File: config.mk
export PLATFORM = sky130hd
export DESIGN_NAME = sram_loader_bridge
export DESIGN_NICKNAME = d
export VERILOG_FILES = /design/src/rtl/sram_loader_bridge.sv
export SDC_FILE = /design/constraint.sdc
export NUM_CORES = 1
export LEC_CHECK = 0
export CAP_MARGIN = 20
export CELL_PAD_IN_SITES_DETAIL_PLACEMENT = 1
export CELL_PAD_IN_SITES_GLOBAL_PLACEMENT = 1
export CORE_ASPECT_RATIO = 1.4
export CORE_UTILIZATION = 38
export CTS_BUF_LIST = sky130_fd_sc_hd__clkbuf_8
export CTS_CLUSTER_SIZE = 14
export DETAILED_ROUTE_END_ITERATION = 12
export GPL_TIMING_DRIVEN = 1
export PLACE_DENSITY_LB_ADDON = 0.1
export SLEW_MARGIN = 40
export SYNTH_ARGS = -nofsm -noshare
export SYNTH_HDL_FRONTEND = slang
export SYNTH_SLANG_ARGS = --single-unit
export TNS_END_PERCENT = 10
File: constraint.sdc
create_clock -name clk -period 7 [get_ports clk]
set_clock_uncertainty 0.05 [all_clocks]
set_input_delay 1.75 -clock clk [delete_from_list [all_inputs] [get_ports clk]]
set_output_delay 1.75 -clock clk [all_outputs]
set_load 0.005 [all_outputs]
File: src/rtl/sram_loader_bridge.sv
// UART-to-SRAM boot bridge: loads/dumps SRAM over a byte stream, then
// releases the CPU and hands it the SRAM; 'H' halts it back to the loader.
// Ports: rx_* byte sink, tx_* byte source, cpu_* serv-style bus with
// cpu_rst, mem_* single-port SRAM (read data one cycle after mem_en), busy.
module sram_loader_bridge #(
    parameter int DATA_W       = 32,
    parameter int ADDR_W       = 5,
    parameter int CPU_ADDR_LSB = 2
) (
    input  logic                clk,
    input  logic                rst_n,
    input  logic [7:0]          rx_data,
    input  logic                rx_valid,
    output logic                rx_ready,
    output logic [7:0]          tx_data,
    output logic                tx_valid,
    input  logic                tx_ready,
    output logic                cpu_rst,
    input  logic [31:0]         cpu_addr,
    input  logic [DATA_W-1:0]   cpu_wdata,
    output logic [DATA_W-1:0]   cpu_rdata,
    input  logic                cpu_cs,
    input  logic                cpu_we,
    input  logic [DATA_W/8-1:0] cpu_wmask,
    output logic                cpu_ack,
    output logic                mem_en,
    output logic [ADDR_W-1:0]   mem_addr,
    output logic [DATA_W/8-1:0] mem_we,
    output logic [DATA_W-1:0]   mem_wdata,
    input  logic [DATA_W-1:0]   mem_rdata,
    output logic                busy
);
    localparam int BYTES = DATA_W / 8;
    localparam int BC_W  = (BYTES > 1) ? $clog2(BYTES) : 1;
    localparam logic [7:0] ACK = 8'h06;
    localparam logic [7:0] NAK = 8'h15;

    typedef enum logic [3:0] {
        IDLE, W_CNT, W_ADDR, W_DATA, W_MEM, R_CNT,
        R_ADDR, R_MEM, R_WAIT, R_SEND, SEND, RUN
    } state_t;

    state_t              state_q, state_d;
    logic [7:0]          cnt_q, cnt_d;
    logic [ADDR_W-1:0]   addr_q, addr_d;
    logic [DATA_W-1:0]   word_q, word_d;
    logic [BC_W-1:0]     bcnt_q, bcnt_d;
    logic [7:0]          tx_data_q, tx_data_d;
    logic                tx_valid_q, tx_valid_d;
    logic                go_q, go_d;
    logic                halt_q, halt_d;
    logic                ack_q, rd_q;
    logic [DATA_W-1:0]   rdata_q;
    logic                rx_fire, tx_fire, cpu_req;
    logic [DATA_W+7:0]   shin, shout;
    logic                unused_bits;

    assign rx_fire = rx_valid && rx_ready;
    assign tx_fire = tx_valid_q && tx_ready;
    // Byte streams are little-endian: shift in at the top, out at the bottom.
    assign shin    = {rx_data, word_q};
    assign shout   = {8'h00, word_q};
    // A request is taken only in RUN, never in its own ack cycle, never after 'H'.
    assign cpu_req = (state_q == RUN) && cpu_cs && !ack_q && !halt_q;
    assign unused_bits = ^{cpu_addr, shin[7:0], shout[7:0]};

    assign rx_ready  = rst_n && (state_q inside
                       {IDLE, W_CNT, W_ADDR, W_DATA, R_CNT, R_ADDR, RUN});
    assign tx_data   = tx_data_q;
    assign tx_valid  = tx_valid_q;
    assign cpu_rst   = (state_q != RUN);
    assign cpu_ack   = ack_q;
    assign cpu_rdata = (ack_q && rd_q) ? mem_rdata : rdata_q;
    assign busy      = (state_q != IDLE) && (state_q != RUN);

    always_comb begin
        state_d    = state_q;
        cnt_d      = cnt_q;
        addr_d     = addr_q;
        word_d     = word_q;
        bcnt_d     = bcnt_q;
        tx_data_d  = tx_data_q;
        tx_valid_d = tx_valid_q;
        go_d       = go_q;
        halt_d     = halt_q;
        unique case (state_q)
            IDLE: if (rx_fire) begin
                case (rx_data)
                    8'h57: state_d = W_CNT;
                    8'h52: state_d = R_CNT;
                    8'h47: begin
                        go_d       = 1'b1;
                        tx_data_d  = ACK;
                        tx_valid_d = 1'b1;
                        state_d    = SEND;
                    end
                    default: begin
                        tx_data_d  = NAK;
                        tx_valid_d = 1'b1;
                        state_d    = SEND;
                    end
                endcase
            end
            W_CNT, R_CNT: if (rx_fire) begin
                cnt_d   = rx_data;
                state_d = (state_q == W_CNT) ? W_ADDR : R_ADDR;
            end
            W_ADDR, R_ADDR: if (rx_fire) begin
                addr_d = ADDR_W'(rx_data);
                bcnt_d = '0;
                if (cnt_q == 8'd0) begin
                    tx_data_d  = ACK;
                    tx_valid_d = 1'b1;
                    state_d    = SEND;
                end else begin
                    state_d = (state_q == W_ADDR) ? W_DATA : R_MEM;
                end
            end
            W_DATA: if (rx_fire) begin
                word_d = shin[DATA_W+7:8];
                if (bcnt_q == BC_W'(BYTES - 1)) begin
                    bcnt_d  = '0;
                    state_d = W_MEM;
                end else begin
                    bcnt_d = bcnt_q + 1'b1;
                end
            end
            W_MEM: begin
                addr_d = addr_q + 1'b1;
                cnt_d  = cnt_q - 8'd1;
                if (cnt_q == 8'd1) begin
                    tx_data_d  = ACK;
                    tx_valid_d = 1'b1;
                    state_d    = SEND;
                end else begin
                    state_d = W_DATA;
                end
            end
            R_MEM: state_d = R_WAIT;
            R_WAIT: begin
                word_d     = mem_rdata;
                tx_data_d  = mem_rdata[7:0];
                tx_valid_d = 1'b1;
                bcnt_d     = '0;
                state_d    = R_SEND;
            end
            R_SEND: if (tx_fire) begin
                if (bcnt_q == BC_W'(BYTES - 1)) begin
                    tx_valid_d = 1'b0;
                    addr_d     = addr_q + 1'b1;
                    cnt_d      = cnt_q - 8'd1;
                    state_d    = (cnt_q == 8'd1) ? IDLE : R_MEM;
                end else begin
                    word_d    = shout[DATA_W+7:8];
                    tx_data_d = shout[15:8];
                    bcnt_d    = bcnt_q + 1'b1;
                end
            end
            SEND: if (tx_fire) begin
                tx_valid_d = 1'b0;
                go_d       = 1'b0;
                state_d    = go_q ? RUN : IDLE;
            end
            RUN: begin
                // A halt that lands on an accepted request waits one
                // cycle so that request's ack still completes.
                if (halt_q) begin
                    halt_d     = 1'b0;
                    tx_data_d  = ACK;
                    tx_valid_d = 1'b1;
                    state_d    = SEND;
                end else if (rx_fire && rx_data == 8'h48) begin
                    if (cpu_req) begin
                        halt_d = 1'b1;
                    end else begin
                        tx_data_d  = ACK;
                        tx_valid_d = 1'b1;
                        state_d    = SEND;
                    end
                end
            end
            default: state_d = IDLE;
        endcase
    end

    always_comb begin
        mem_en    = 1'b0;
        mem_addr  = '0;
        mem_we    = '0;
        mem_wdata = '0;
        if (state_q == W_MEM) begin
            mem_en    = 1'b1;
            mem_addr  = addr_q;
            mem_we    = '1;
            mem_wdata = word_q;
        end else if (state_q == R_MEM) begin
            mem_en   = 1'b1;
            mem_addr = addr_q;
        end else if (cpu_req) begin
            mem_en    = 1'b1;
            mem_addr  = cpu_addr[CPU_ADDR_LSB +: ADDR_W];
            mem_we    = cpu_we ? cpu_wmask : '0;
            mem_wdata = cpu_wdata;
        end
    end

    always_ff @(posedge clk or negedge rst_n) begin
        if (!rst_n) begin
            state_q    <= IDLE;
            cnt_q      <= '0;
            addr_q     <= '0;
            word_q     <= '0;
            bcnt_q     <= '0;
            tx_data_q  <= '0;
            tx_valid_q <= 1'b0;
            go_q       <= 1'b0;
            halt_q     <= 1'b0;
        end else begin
            state_q    <= state_d;
            cnt_q      <= cnt_d;
            addr_q     <= addr_d;
            word_q     <= word_d;
            bcnt_q     <= bcnt_d;
            tx_data_q  <= tx_data_d;
            tx_valid_q <= tx_valid_d;
            go_q       <= go_d;
            halt_q     <= halt_d;
        end
    end

    always_ff @(posedge clk or negedge rst_n) begin
        if (!rst_n) begin
            ack_q   <= 1'b0;
            rd_q    <= 1'b0;
            rdata_q <= '0;
        end else begin
            ack_q <= cpu_req;
            rd_q  <= cpu_req && !cpu_we;
            if (ack_q && rd_q) rdata_q <= mem_rdata;
        end
    end

endmodule

==> flow_metrics.tcl <==
set metrics [dict create \
    h-tree-depth 3 \
    rsz0062_at_grt "no" \
    grt.overflow.total 0 \
    maxCapViolCount 0 \
    fin_nets 768 \
    fin_area_um2 7530 \
    gp_congestion 0.891 \
    p_sw_mw 1.02 \
    synth.top_cells.by_area "dfrtp_1, mux2_2, a22o_1" \
    hpwl_mm 13.4 \
    async_flop_share_pct 100 \
    hold_buffers 0 \
    antenna_found_initial 0 \
    drtIter0Drc 168 \
    crit_top_cell "clkdlybuf4s50_1" \
    yosys_register_bits 96 \
    vias 4640 \
    grt_pass1_vias 5055 \
    crit_buf_inv 3 \
    min_period_ns 5.66 \
    initial_core_util_pct 39.0 \
    drv_slew 0 \
    mostFrequentLayoutCells "clkdlybuf4s50_1, mux2_2, dfrtp_1" \
    dieArea_um2 14800 \
    clkSinkCount 96 \
    fp.dieH_um 143 \
    synth_top_area_cell "dfrtp_1" \
    ant_nets 0 \
    r2r_slack_ns 3.90 \
    vias_per_cell 5.53 \
    place_area_um2 7320 \
    io_pins 201 \
    dp_slack_ns 1.10 \
    synthDistinctLibCells 58 \
    crit_type "in -> out" \
    synth-main-ff-cell "dfrtp_1" \
    finalPower_mw 2.63 \
    synth_top_area_share_pct 44.3 \
    die_w_um 103 \
    pwr-share-seq_pct 37.3 \
    cp.required_ns 5.20 \
    period_share_pct 80.8 \
    fp.coreArea_um2 13900 \
    hold_path_class "reg -> reg" \
    cts_buffers 9 \
    critPathSlowestCell "clkdlybuf4s50_1" \
    num_antenna_cells 0 \
    internal_power_mw 1.62 \
    syn_area_per_cell_um2 11.1 \
    status "completed" \
    dr.pass1.iters 4 \
    clk_pin_slew_ns 0.09 \
    insertion_delay_ns 0.37 \
    crit_arrival_ns 3.86 \
    start_kind "primary input" \
    cp_max_fo 15 \
    drcViolationCount 0 \
    cts.path.max_buffers 2 \
    swShare_pct 38.6 \
    seq_area_um2 2400 \
    wire_per_inst_um 21.2 \
    nFillCells 1546 \
    tightest_slew_ns 0.719 \
    synth_edf_count 0 \
    fin_ws_ns 1.34 \
    grt_max_degree 78 \
    post-route-util_pct 54.1 \
    crit_family "buffers and inverters" \
    drive_gt1_share_pct 22.0 \
    areaGrowthSynthToFinish_pct 38.7 \
    grt_usage_pct 25.4 \
    synth_fp_nets 606 \
    ys_warn_count 0 \
    cp-end-kind "output pin" \
    power.density_nw_per_um2 350 \
    io_buffer_count 173 \
    synth_cells 487 \
    p_leak_nw 3.07 \
    setup_viol_count_final 0 \
    final_common_cell "clkdlybuf4s50_1" \
    synth_seq_area_share_pct 44.3 \
    ctsResizeCount 0 \
    slowest_delay_ns 0.52 \
    fin_setup_tns_ns 0 \
    multiInputGateArea_um2 2840 \
    placementRows 51 \
    hold_violations 0 \
    drt-total-wl_mm 17.8 \
    post_cts_buffers 0 \
    p_comb_share_pct 48.4 \
    p_clk_share_pct 14.3 \
    cts-root-buf "clkbuf_8" \
    synth.cell_area_um2 5430 \
    max_freq_mhz 177 \
    cp_cell_sequence "clkdlybuf4s50_1 > nand2b_1 > nor3_4 > buf_4 > a22o_1 > clkdlybuf4s50_1" \
    grt_pass1_wl_mm 27.9 \
    cts_tree "done" \
    relSlewSlack_pct 52.1 \
    ir_drop_mv 0.143 \
]
==> through the flow <==
stage	hold WS [ns]	instances
after global placement	0.422	821
after detailed placement	0.432	823
after floorplan	0.404	487
after CTS	0.454	839
after global routing	0.473	839
final	0.451	839
==> worst paths after layout <==
path                                       to   startpoint  cells past startpoint
worst min-delay path              rdata_q[26]  rdata_q[26]                      1
worst max register to register      word_q[5]   state_q[1]                      8
worst min register to register    rdata_q[26]  rdata_q[26]                      1
max in group asynchronous         rdata_q[26]        rst_n                      2
worst max-delay path            mem_wdata[26]       cpu_cs                      6
min in group asynchronous           addr_q[2]        rst_n                      1
==> final cells by class <==
cell class / count / share of cell area, %
flip-flops and latches: 96 / 31.9
clock inverters: 7 / 0.981
clock buffers: 9 / 1.65
well taps: 185 / 3.07
repair buffers: 182 / 24.3
inverters: 8 / 0.399
multi-input cells: 352 / 37.7
==> power by group through the flow <==
stage | registers, mW | clock network, mW | logic, mW
3_3_place_gp | 0.984 | 0 | 1.21
2_1_floorplan | 0.863 | 0 | 0.906
6_report | 0.983 | 0.376 | 1.28
4_1_cts | 0.982 | 0.386 | 1.29
3_5_place_dp | 0.992 | 0 | 1.28
5_1_grt | 1.01 | 0.403 | 1.39
==> cells in the mapped netlist (all sizes together), types with 2 or more instances <==
cell type  instances
and2               4
nor3b              2
nor4b              2
and2b              3
o22ai              6
a211oi             4
a31oi              7
a221o              2
mux2              99
nand2b             5
nor3              14
nand3             10
o21ai             19
a22o              50
nor2              28
a21o               6
mux2i              4
buf               17
nor4               3
a21oi             21
dfrtp             96
or2                3
inv                8
clkbuf            14
o22a               4
o31ai              2
nor2b              5
ha                 5
nand2             23
and3               3
or3                4
a22oi              2
==> metal layers <==
layer  up-vias  GRT usage [%]  wire (um)
met2       132           45.0       9480
met4         0           9.04        464
met3        34           5.30        908
met1      2332           29.9       6940
met5         -              0          0
li1       2142              -          -
==> cell families (layout without fill, tap and decap cells) <==
kind of cell / Yosys count / in the layout / synth area share [%]
fa+ha+maj: 5 / 5 / 1.15
mux: 103 / 103 / 21.3
compound gates: 132 / 132 / 18.0
simple gates: 112 / 112 / 11.0
flops: 96 / 96 / 44.3
buf+inv: 39 / 206 / 4.29
==> registers in the layout (all words and copies together) (netlist names) <==
name / flops
tx_data: 8
bcnt_q: 2
rd_q: 1
cpu_ack: 1
cnt_q: 8
state_q: 4
halt_q: 1
rdata_q: 32
go_q: 1
addr_q: 5
tx_valid: 1
word_q: 32
No activity file was read; power rests on OpenSTA's default activity.
